File: config.mk
export PLATFORM = sky130hd
export DESIGN_NAME = audio_i2s_output
export DESIGN_NICKNAME = d
export VERILOG_FILES = /design/src/rtl/audio_pkg.sv /design/src/rtl/audio_tick_divider.sv /design/src/rtl/audio_i2s_output.sv
export SDC_FILE = /design/constraint.sdc
export NUM_CORES = 1
export LEC_CHECK = 0
export CAP_MARGIN = 0
export CORE_ASPECT_RATIO = 1.75
export CORE_MARGIN = 5
export CORE_UTILIZATION = 40
export CTS_BUF_LIST = sky130_fd_sc_hd__clkbuf_16
export DETAILED_ROUTE_END_ITERATION = 10
export SETUP_SLACK_MARGIN = 0.02
export SLEW_MARGIN = 20
export SYNTH_ARGS = -nofsm -noshare
export SYNTH_HDL_FRONTEND = slang
export SYNTH_SLANG_ARGS = --single-unit
File: constraint.sdc
create_clock -name i_clock -period 11.1 [get_ports i_clock]
set_clock_uncertainty 0.05 [all_clocks]
set_input_delay 3.33 -clock i_clock [delete_from_list [all_inputs] [get_ports i_clock]]
set_output_delay 3.33 -clock i_clock [all_outputs]
set_load 0.01 [all_outputs]
File: src/rtl/audio_pkg.sv
// audio_pkg
// Shared constants, types and helpers for the audio output path.
//   AUDIO_SLOT_BITS     : bits per I2S slot (one channel word on the wire)
//   AUDIO_TICKS_PER_BIT : divider ticks per BCLK period
//   AUDIO_FRAME_TICKS   : divider ticks per stereo frame
//   AUDIO_DEFAULT_DIV   : system clocks per tick for 22.05 kHz at 100 MHz
//   audio_sample_t      : signed 16-bit PCM sample
//   audio_state_e       : framer run state
//   audio_eff_div()     : maps a divider setting of 0 to 1
package audio_pkg;

  localparam int AUDIO_SLOT_BITS     = 32;
  localparam int AUDIO_TICKS_PER_BIT = 4;
  localparam int AUDIO_FRAME_TICKS   = 256;
  localparam int AUDIO_DEFAULT_DIV   = 100_000_000 / (256 * 22050);

  typedef logic signed [15:0] audio_sample_t;

  // WAIT_FIRST: enabled (or freshly reset) but the first frame has not started.
  // RUN       : frames are being emitted back to back.
  typedef enum logic {
    AUDIO_ST_WAIT_FIRST = 1'b0,
    AUDIO_ST_RUN        = 1'b1
  } audio_state_e;

  function automatic logic [31:0] audio_eff_div(input logic [31:0] div);
    return (div == 32'd0) ? 32'd1 : div;
  endfunction

endpackage

File: src/rtl/audio_tick_divider.sv
// audio_tick_divider
// Divides the system clock down to the 256*fs tick rate.
//   i_clock   : system clock
//   i_reset   : asynchronous active-low reset
//   i_enable  : low holds the counter at 0 and suppresses ticks
//   i_eff_div : effective divider, always >= 1
//   o_tick    : high for one clock in the cycle where the count reaches i_eff_div-1
module audio_tick_divider
  import audio_pkg::*;
(
  input  logic        i_clock,
  input  logic        i_reset,
  input  logic        i_enable,
  input  logic [31:0] i_eff_div,
  output logic        o_tick
);

  logic [31:0] div_cnt_q;
  logic [31:0] div_cnt_d;

  // ">=" rather than "==" so that a divider that shrinks below the current
  // count (possible while waiting for the first frame) still ticks promptly
  // instead of running the counter round the full 32-bit range.
  assign o_tick = i_enable && (div_cnt_q >= (i_eff_div - 32'd1));

  always_comb begin
    div_cnt_d = div_cnt_q + 32'd1;
    if (!i_enable || o_tick) begin
      div_cnt_d = 32'd0;
    end
  end

  always_ff @(posedge i_clock or negedge i_reset) begin
    if (!i_reset) begin
      div_cnt_q <= 32'd0;
    end else begin
      div_cnt_q <= div_cnt_d;
    end
  end

endmodule

File: src/rtl/audio_i2s_output.sv
// audio_i2s_output
// Serialises the mixer's stereo samples onto an I2S link and requests the
// next sample once per frame.
//   i_clock           : system clock
//   i_reset           : asynchronous active-low reset
//   i_enable          : run enable; low forces the link idle
//   i_sample_rate_div : system clocks per tick, taken at each frame start
//   i_sample_left     : signed left sample, taken at each frame start
//   i_sample_right    : signed right sample, taken at each frame start
//   o_sample_clock    : one-cycle pulse per frame start
//   o_i2s_bclk        : bit clock (64*fs)
//   o_i2s_lrck        : word select, 0 = left slot, 1 = right slot
//   o_i2s_sdata       : serial data, MSB first, one-bit I2S delay
//   o_frame_count     : frames emitted since reset or enable rise
module audio_i2s_output
  import audio_pkg::*;
#(
  parameter int SAMPLE_BITS = 16
) (
  input  logic                          i_clock,
  input  logic                          i_reset,
  input  logic                          i_enable,
  input  logic [31:0]                   i_sample_rate_div,
  input  logic signed [SAMPLE_BITS-1:0] i_sample_left,
  input  logic signed [SAMPLE_BITS-1:0] i_sample_right,
  output logic                          o_sample_clock,
  output logic                          o_i2s_bclk,
  output logic                          o_i2s_lrck,
  output logic                          o_i2s_sdata,
  output logic [31:0]                   o_frame_count
);

  localparam logic [7:0] LAST_TICK = 8'(AUDIO_FRAME_TICKS - 1);
  localparam logic [4:0] MSB_SLOT_BIT = 5'(SAMPLE_BITS);

  audio_state_e            state_q, state_d;
  logic [7:0]              tc_q, tc_d;
  logic [SAMPLE_BITS-1:0]  shadow_l_q, shadow_l_d;
  logic [SAMPLE_BITS-1:0]  shadow_r_q, shadow_r_d;
  logic [31:0]             latched_div_q, latched_div_d;
  logic                    sample_clock_q, sample_clock_d;
  logic                    bclk_q, bclk_d;
  logic                    lrck_q, lrck_d;
  logic                    sdata_q, sdata_d;
  logic [31:0]             frame_count_q, frame_count_d;

  logic                       tick;
  logic                       frame_start;
  logic [31:0]                eff_div;
  logic [4:0]                 slot_bit;
  logic [4:0]                 word_pos;
  logic [SAMPLE_BITS-1:0]     word;
  logic [AUDIO_SLOT_BITS-1:0] word_ext;

  // Before the first frame the live divider input sets the wait, so the
  // first frame starts eff_div cycles after enable (or reset release) even
  // though the latched copy is still cleared. That first tick latches it.
  assign eff_div = audio_eff_div((state_q == AUDIO_ST_RUN) ? latched_div_q
                                                           : i_sample_rate_div);

  audio_tick_divider u_tick_divider (
    .i_clock   (i_clock),
    .i_reset   (i_reset),
    .i_enable  (i_enable),
    .i_eff_div (eff_div),
    .o_tick    (tick)
  );

  // tick already implies i_enable, so a disable in the same cycle wins.
  assign frame_start = tick && ((state_q == AUDIO_ST_WAIT_FIRST) || (tc_q == LAST_TICK));

  always_comb begin
    state_d        = state_q;
    tc_d           = tc_q;
    shadow_l_d     = shadow_l_q;
    shadow_r_d     = shadow_r_q;
    latched_div_d  = latched_div_q;
    sample_clock_d = 1'b0;
    frame_count_d  = frame_count_q;

    if (!i_enable) begin
      state_d = AUDIO_ST_WAIT_FIRST;
      tc_d    = 8'd0;
    end else begin
      if (tick) begin
        state_d = AUDIO_ST_RUN;
        // The first tick after enable is itself tick 0 of the first frame.
        tc_d    = (state_q == AUDIO_ST_RUN) ? tc_q + 8'd1 : 8'd0;
      end
      if (frame_start) begin
        shadow_l_d     = i_sample_left;
        shadow_r_d     = i_sample_right;
        latched_div_d  = i_sample_rate_div;
        sample_clock_d = 1'b1;
      end
      // Waiting for the first frame doubles as the "just enabled" state,
      // which is where the frame count restarts.
      if (state_q == AUDIO_ST_WAIT_FIRST) begin
        frame_count_d = frame_start ? 32'd1 : 32'd0;
      end else if (frame_start) begin
        frame_count_d = frame_count_q + 32'd1;
      end
    end

    // Serial lines follow the next tick count and the next shadow words, so
    // they change in the cycle after each tick and the first frame after a
    // frame-start never shows stale samples. tc = 0 gives an all-zero idle.
    slot_bit = tc_d[6:2];
    word     = tc_d[7] ? shadow_r_d : shadow_l_d;
    word_ext = {{(AUDIO_SLOT_BITS - SAMPLE_BITS){1'b0}}, word};
    word_pos = MSB_SLOT_BIT - slot_bit;
    bclk_d   = tc_d[1];
    lrck_d   = tc_d[7];
    // Slot bit 0 is the I2S delay bit; bits past the sample are zero padding.
    sdata_d  = ((slot_bit != 5'd0) && (slot_bit <= MSB_SLOT_BIT)) ? word_ext[word_pos] : 1'b0;
  end

  always_ff @(posedge i_clock or negedge i_reset) begin
    if (!i_reset) begin
      state_q        <= AUDIO_ST_WAIT_FIRST;
      tc_q           <= 8'd0;
      shadow_l_q     <= '0;
      shadow_r_q     <= '0;
      latched_div_q  <= 32'd0;
      sample_clock_q <= 1'b0;
      bclk_q         <= 1'b0;
      lrck_q         <= 1'b0;
      sdata_q        <= 1'b0;
      frame_count_q  <= 32'd0;
    end else begin
      state_q        <= state_d;
      tc_q           <= tc_d;
      shadow_l_q     <= shadow_l_d;
      shadow_r_q     <= shadow_r_d;
      latched_div_q  <= latched_div_d;
      sample_clock_q <= sample_clock_d;
      bclk_q         <= bclk_d;
      lrck_q         <= lrck_d;
      sdata_q        <= sdata_d;
      frame_count_q  <= frame_count_d;
    end
  end

  assign o_sample_clock = sample_clock_q;
  assign o_i2s_bclk     = bclk_q;
  assign o_i2s_lrck     = lrck_q;
  assign o_i2s_sdata    = sdata_q;
  assign o_frame_count  = frame_count_q;

endmodule

==> results of run 1 <==
## power by group through the flow
stage	clock network, mW	registers (mW)	logic (mW)
after floorplan	0	0.551	0.0622
after global placement	0	0.555	0.114
after detailed placement	0	0.555	0.115
after CTS	0.653	0.546	0.115
after global routing	0.675	0.549	0.127
final	0.637	0.546	0.113
## logic make-up after synthesis
logic type | Yosys count | share of synthesized area [%]
flip-flops | 139 | 41.7
AND/OR/NAND/NOR | 307 | 18.1
buffers and inverters | 46 | 2.90
adder cells (fa/ha/maj) | 37 | 5.55
multiplexers | 104 | 14.0
AO/OA/AOI/OAI | 104 | 8.37
XOR/XNOR | 89 | 9.35
## worst max-delay path by stage
stage / endpoint / cells after the start
3_5_place_dp: o_i2s_sdata / 36
5_1_grt: o_i2s_sdata / 35
2_1_floorplan: o_i2s_sdata / 38
4_1_cts: o_i2s_sdata / 36
3_3_place_gp: o_i2s_sdata / 35
6_report: o_i2s_sdata / 36
## worst register-to-register path, delay by kind of cell, from the launching register on
| kind | cells | cell delay (ns) |
|---|---|---|
| AOI/OAI and AO/OA | 11 | 1.94 |
| buffers and inverters | 3 | 0.72 |
| and+or+nand+nor | 17 | 3.78 |
| adders and majority gates | 3 | 0.70 |
| DFF | 1 | 0.90 |
| muxes | 2 | 0.36 |
## layer usage
layer / vias to the layer above / global-route usage, % / part of all wire (%)
li1: 3122 / - / -
met3: 27 / 3.75 / 3.5
met1: 3069 / 19.0 / 39
met5: - / 0 / 0
met2: 106 / 32.3 / 55
met4: 0 / 6.26 / 2.1
## through the flow
stage	hold slack, ns	utilization (%)	instance area [sq um]	power (mW)	setup slack (ns)
finish	0.437	49.4	10300	1.30	0.557
global route	0.453	49.4	10300	1.35	0.0545
CTS	0.438	49.4	10300	1.31	0.522
detailed placement	0.422	46.3	9600	0.670	0.0837
global placement	0.421	46.3	9600	0.668	0.272
floorplan	0.400	-	8340	0.613	1.21
## layout make-up
type	count	area (sq um)
clock buffers	17	425
multi-input cells	641	4620
repair buffers	116	1140
fillers	1947	10500
well taps	252	315
inverters	13	48.8
clock inverters	14	228
flip-flops and latches	139	3480
## sequential cells by signal (all words and copies together) (netlist names)
name and flops:
latched_div_q 32, o_frame_count 32, o_i2s_sdata 1, o_sample_clock 1, shadow_l_q 16, shadow_r_q 16
state_q 1, tc_q 8, u_tick_divider.div_cnt_q 32
## Yosys cell counts (3+ instances only)
master | count | area, sq um
nor3b_1 | 6 | 45.0
o21ai_0 | 15 | 75.1
buf_6 | 5 | 56.3
ha_1 | 37 | 463
nand3_1 | 37 | 185
nor4_1 | 3 | 18.8
a21oi_1 | 37 | 185
o21ai_1 | 8 | 40.0
nor3_1 | 14 | 70.1
or3_1 | 11 | 68.8
mux2i_1 | 32 | 320
nand4_1 | 14 | 87.6
nor2b_1 | 6 | 37.5
inv_1 | 12 | 45.0
a221o_1 | 3 | 30.0
and3_1 | 12 | 75.1
nor2_1 | 106 | 398
nand2_1 | 56 | 210
a21o_1 | 5 | 37.5
mux2_4 | 3 | 45.0
o211ai_1 | 7 | 52.6
dfrtp_1 | 139 | 3480
clkbuf_1 | 15 | 56.3
nand2b_1 | 13 | 81.3
xor2_1 | 63 | 552
and2_1 | 4 | 25.0
and4_1 | 9 | 78.8
xnor2_1 | 26 | 228
mux2_2 | 59 | 664
mux2_1 | 8 | 90.1
buf_2 | 9 | 45.0
## what timing repair did
| action | in CTS | in global routing |
|---|---|---|
| buffers inserted | 0 | 0 |
| resized for setup | 0 | 1 |
| hold buffers | 0 | 0 |
| endpoints found under the setup margin | 0 | 1 |
==> summary.txt, run 1 <==
Status
  – Outcome: finished, final reports clean

Worst setup path
  – CP required: approximately 11 ns
  – Critical Path Slowest Stage Cell: clkdlybuf4s50_1
  – CP bufs+invs: 3
  – CP startpoint: i_sample_rate_div[11]
  – Crit path arrival time: between 10 and 15 ns
  – CP endpoint kind: register
  – Worst path max stage delay: 0.54 ns
  – Reg-to-Reg End: o_i2s_sdata
  – R2R setup slack: around 2.5 ns
  – CP top delay family: simple AND/OR/NAND/NOR gates
  – Reg-to-reg startpoint: state_q
  – Reg2reg path depth: 36
  – CP Launch Type: input pin
  – Critical Path Fanout Max: 7
  – Crit path kind: in2reg

Worst hold path
  – Hold Path End: shadow_r_q[14]
  – Min-delay src: shadow_r_q[14]
  – Hold Path Class: reg2reg
  – Hold Path Stages: 1

STA
  – Fmax: 94.8 MHz
  – Slew Limit Fails: 0
  – Setup TNS: 0 ns
  – Slew headroom: between 40% and 50%
  – Crit path time final: 10.54 ns
  – Setup violations, final: 0
  – Fin. Hold Viols: 0
  – Period utilisation layout: 95.0%
  – Slew @ Worst Pin: a little over 0.8 ns
  – RSZ-0062 raised after global routing: false

Route
  – DR DRC count: 0
  – Total Wirelength: roughly 20 mm
  – Initial drt markers: around 310
  – TritonRoute pass-1 iters: 4
  – Vias per cell: ~5.3
  – Vias post-DR: ~6300
  – Routed Antenna Nets: 0
  – DR WL/cell: between 15 and 20 microns

Layout
  – ANT cells: 0
  – Area Overhead vs Synth: 23.0%
  – Commonest non-fill, non-tap cells in the layout: 138 x dfrtp_1, 106 x nor2_1, 101 x clkdlybuf4s50_1, 63 x xor2_1, 59 x mux2_2
  – Most common cell after layout, fill and taps aside: dfrtp_1
  – Layout cells sized above 1: 13.1%
  – Nets: 1032
  – Non-filler cells in the finished layout: approximately 1200

Global route
  – GRT overflow: 0
  – Largest net degree at the start of global routing: 77
  – Antenna violations before repair: 0
  – First-pass GRT wire length: between 30 and 40 mm
  – Vias in the first global route: 6452
  – Total track usage: between 15 and 20%

Place
  – Post-DP HPWL: between 15 and 20 mm
  – IO buf count: about 100
  – Dpl cells: approximately 1200
  – GPL Wtd Cong: roughly 0.82

Synthesis
  – #FFs+latches synth: between 100 and 150
  – Syn Nets: 930
  – Synth Instances: just over 800
  – Sequential share of the synthesized area: around two fifths
  – Syn_area_per_cell: slightly above 10 sq um
  – Synth warn: 0
  – Asr flop ratio synth: 100%
  – EDFF count, synth: 0
  – Netlist cell types: 69
  – Syn Std Cell Area: 8340 sq um
  – Top FF cell, synth: dfrtp_1

Clocking
  – Num CTS Buffers: 17
  – Clock Latency Late Sink: 0.43 ns
  – Deepest clock path buffer count: 2
  – Clk root buf: clkbuf_16
  – H-tree levels: 4
  – Clock slew at reported path FFs: about 0.060 ns
  – Sink Count: between 100 and 150
  – CTS tree: built

Die
  – Top Ports: 103
  – Chip height: ~200 microns
  – Die width: around 120 microns
  – Starting Density: 40.2%
  – Core area: about 21000 sq um
  – Die ar.: between 20000 and 25000 sq um
  – Row Count: 70

Run
  – Max-cap viol count: 0

Power
  – Switching share of power: 22.1%
  – Pleak: approximately 4.5 nW
  – Switching pwr: 0.286 mW
  – Peak supply drop: roughly 0.086 mV
  – Power per cell area: ~130 nW/um^2
  – Comb power frac: 8.7%
  – Reg power frac: about 42%
  – Clk pwr share: between 40 and 50%
  – Internal: slightly above 1 mW
Power figures use the tool's default switching activity.
==> inputs of run 2 (changes only) <==
--- a/config.mk
+++ b/config.mk
@@ -5,6 +5,7 @@
 export SDC_FILE = /design/constraint.sdc
 export NUM_CORES = 1
 export LEC_CHECK = 0
+export ABC_AREA = 1
 export CAP_MARGIN = 0
 export CORE_ASPECT_RATIO = 1.75
 export CORE_MARGIN = 5
==> run 2 against run 1 <==
Effect of this change:
- clock-buffer cell count unchanged
- routed wire length up 11%
- sequential power is 1% higher
- non-clock buffer count shrank 11
- area after synthesis grew 5.8%
- global-route usage grew 0.92 points
- critical path depth rose by 3
- synthesized cell count grew 42%
- die area is 5.4% higher
- first-iteration DRC count rose by 19%
- largest power group unchanged
==> summary.txt, run 2 <==
Status
  – Outcome: finished, final reports clean (unchanged)

Layout
  – Layout cells sized above 1: 6.96% (was 13.1%)
  – Register area: 3480 sq um (about the same)
  – Area Overhead vs Synth: 20.3% (was 23.0%)
  – Multi-input logic area: 4580 sq um (was 4620 sq um)
  – Most common cell after layout, fill and taps aside: nand2_1 (was dfrtp_1)
  – Nets: 1371 (was 1032)
  – Commonest non-fill, non-tap cells in the layout: 332 x nand2_1, 139 x inv_1, 139 x dfrtp_1, 112 x nor2_1, 101 x clkdlybuf4s50_1 (was 138 x dfrtp_1, 106 x nor2_1, 101 x clkdlybuf4s50_1, 63 x xor2_1, 59 x mux2_2)
  – # fillers: 2191 (was 1947)
  – ANT cells: 0 (unchanged)

Synthesis
  – Syn Std Cell Area: 8820 sq um (was 8340 sq um)
  – Yosys top cell area share: 39.4% (was 41.7%)
  – Syn_area_per_cell: 7.51 sq um (was 10.1 sq um)
  – EDFF count, synth: 0 (unchanged)
  – Synth Instances: 1174 (was 826)
  – Asr flop ratio synth: 100% (unchanged)
  – Sequential share of the synthesized area: 39.4% (was 41.7%)
  – Most common cell in the netlist: nand2_1 (was dfrtp_1)
  – Synth area leader: dfrtp_1 (unchanged)
  – Synth top cells by count: 332 x nand2_1, 139 x dfrtp_1, 137 x inv_1, 112 x nor2_1, 62 x o21ai_0 (was 139 x dfrtp_1, 106 x nor2_1, 63 x xor2_1, 59 x mux2_2, 56 x nand2_1)
  – Synth warn: 0 (unchanged)
  – Top FF cell, synth: dfrtp_1 (unchanged)
  – #FFs+latches synth: 139 (unchanged)
  – Syn Nets: 1278 (was 930)
  – Netlist cell types: 50 (was 69)
  – Top cells by area, synth: dfrtp_1 39%, nand2_1 14%, inv_1 5.8%, ha_1 5.3%, nor2_1 4.8% (was dfrtp_1 42%, mux2_2 8.0%, xor2_1 6.6%, ha_1 5.6%, nor2_1 4.8%)

STA
  – Slew headroom: 41.3% (was 44.8%)
  – Fmax: 112 MHz (was 94.8 MHz)
  – Slew Limit Fails: 0 (unchanged)
  – Crit path time final: 8.93 ns (was 10.54 ns)
  – Fin. Hold Viols: 0 (unchanged)
  – Slew @ Worst Pin: 0.880 ns (was 0.828 ns)
  – Period utilisation layout: 80.5% (was 95.0%)
  – Setup violations, final: 0 (unchanged)
  – Setup TNS: 0 ns (unchanged)
  – RSZ-0062 raised after global routing: false (unchanged)

Clocking
  – Postcts setup bufs: 0 (unchanged)
  – Clock slew at reported path FFs: 0.06 ns (about the same)
  – Deepest clock path buffer count: 2 (unchanged)
  – Sink Count: 139 (unchanged)
  – Post_cts resized: 0 (unchanged)
  – Hold buffer count at cts: 0 (unchanged)
  – CTS tree: built (unchanged)
  – Clk root buf: clkbuf_16 (unchanged)
  – Num CTS Buffers: 17 (unchanged)
  – Clock Latency Late Sink: 0.44 ns (was 0.43 ns)
  – H-tree levels: 4 (unchanged)

Route
  – Total Wirelength: 22.2 mm (was 20.1 mm)
  – Vias post-DR: 7733 (was 6324)
  – DR DRC count: 0 (unchanged)
  – TritonRoute pass-1 iters: 5 (was 4)
  – Vias per cell: 4.91 (was 5.31)
  – DR WL/cell: 14.1 microns (was 16.9 microns)
  – Initial drt markers: 370 (was 311)
  – Routed Antenna Nets: 0 (unchanged)

Power
  – Peak supply drop: 0.0985 mV (was 0.0859 mV)
  – Pleak: 4.86 nW (was 4.53 nW)
  – Final Power: 1.26 mW (was 1.30 mW)
  – Power per cell area: 119 nW/um^2 (was 126 nW/um^2)

Worst setup path
  – Reg2reg path depth: 39 (was 36)
  – Worst path max stage delay: 0.54 ns (about the same)
  – R2R setup slack: 4.42 ns (was 2.48 ns)
  – Crit path kind: in2reg (unchanged)
  – Reg-to-Reg End: o_i2s_sdata (unchanged)
  – Crit path arrival time: 9.24 ns (was 10.79 ns)
  – Most used cell, CP: nand2_1
  – Critical Path Fanout Max: 35 (was 7)
  – CP Launch Type: input pin (unchanged)
  – CP endpoint kind: register (unchanged)
  – Critical Path Slowest Stage Cell: inv_2 (was clkdlybuf4s50_1)
  – Reg-to-reg startpoint: state_q (unchanged)
  – CP required: 11.41 ns (was 11.35 ns)

Run
  – Max-cap viol count: 0 (unchanged)

Global route
  – Largest net degree at the start of global routing: 92 (was 77)
  – Total track usage: 18.3% (was 17.3%)
  – GRT overflow: 0 (unchanged)
  – First-pass GRT wire length: 36.7 mm (was 33.3 mm)
  – Vias in the first global route: 7695 (was 6452)
  – Antenna violations before repair: 0 (unchanged)

Worst hold path
  – Hold Path End: shadow_l_q[9] (was shadow_r_q[14])
  – Min-delay src: shadow_l_q[9] (was shadow_r_q[14])
  – Hold Path Stages: 2 (was 1)
  – Hold Path Class: reg2reg (unchanged)

Place
  – Post-DP HPWL: 17.0 mm (was 15.2 mm)
  – GPL Wtd Cong: 0.831 (was 0.820)
  – IO buf count: 102 (unchanged)

Die
  – Starting Density: 40.3% (was 40.2%)
  – Core area: 21900 sq um (was 20800 sq um)
  – Die width: 122 microns (was 119 microns)
  – Chip height: 206 microns (was 201 microns)
  – Row Count: 72 (was 70)
  – Die ar.: 25200 sq um (was 23900 sq um)
  – Top Ports: 103 (unchanged)
run 2: final cells by class:
class | instances | share of cell area [%]
well taps | 296 | 3.49
repair buffers | 105 | 9.85
multi-input cells | 858 | 43.2
clock buffers | 17 | 4.01
clock inverters | 14 | 1.47
inverters | 146 | 5.22
flip-flops and latches | 139 | 32.8
run 2: stage by stage:
step	hold WS, ns	instances	cell area (sq um)	util (%)	setup slack, ns
5_1_grt	0.445	1575	10600	48.5	1.53
3_3_place_gp	0.405	1544	10000	45.8	1.80
2_1_floorplan	0.388	1174	8820	-	3.52
3_5_place_dp	0.413	1544	10000	45.8	1.68
6_report	0.427	1575	10600	48.5	2.17
4_1_cts	0.428	1575	10600	48.5	2.15
run 2: worst max-delay path, delay by kind of cell:
kind	cells	cell delay, ns
AOI/OAI and AO/OA	1	0.18
xor gates and xnor gates	1	0.16
adders and majority gates	2	0.41
buffers and inverters	6	1.43
and+or+nand+nor	29	3.68
run 2: worst max-delay path by stage:
stage / from / end / slack, ns / cells after the start
after global placement: i_sample_rate_div[24] / o_i2s_sdata / 1.80 / 39
after floorplan: i_sample_rate_div[19] / o_i2s_sdata / 3.52 / 40
after CTS: i_sample_rate_div[24] / o_i2s_sdata / 2.15 / 39
after detailed placement: i_sample_rate_div[24] / o_i2s_sdata / 1.68 / 39
after global routing: i_sample_rate_div[13] / o_i2s_sdata / 1.53 / 39
final: i_sample_rate_div[13] / o_i2s_sdata / 2.17 / 39
run 2: cell families after synthesis:
kind of cell / Yosys count / share of synthesized area, %
adders and majority gates: 37 / 5.25
AOI/OAI and AO/OA: 143 / 9.12
DFF: 139 / 39.4
xor gates and xnor gates: 52 / 5.17
and+or+nand+nor: 626 / 32.4
buffers and inverters: 177 / 8.60
run 2: power breakdown:
group          total (mW)  switching [mW]  internal (mW)  leakage (nW)
registers           0.554          0.0106          0.543          1.81
clock network       0.572           0.223          0.349         0.287
logic               0.134          0.0802         0.0536          2.77
run 2: per-layer routing:
layer | track usage [%] | routed length, microns | share of wire (%)
met5 | 0 | 0 | 0
met4 | 6.41 | 407 | 1.8
met3 | 3.34 | 688 | 3.1
met2 | 33.5 | 11900 | 53
met1 | 20.9 | 9270 | 42
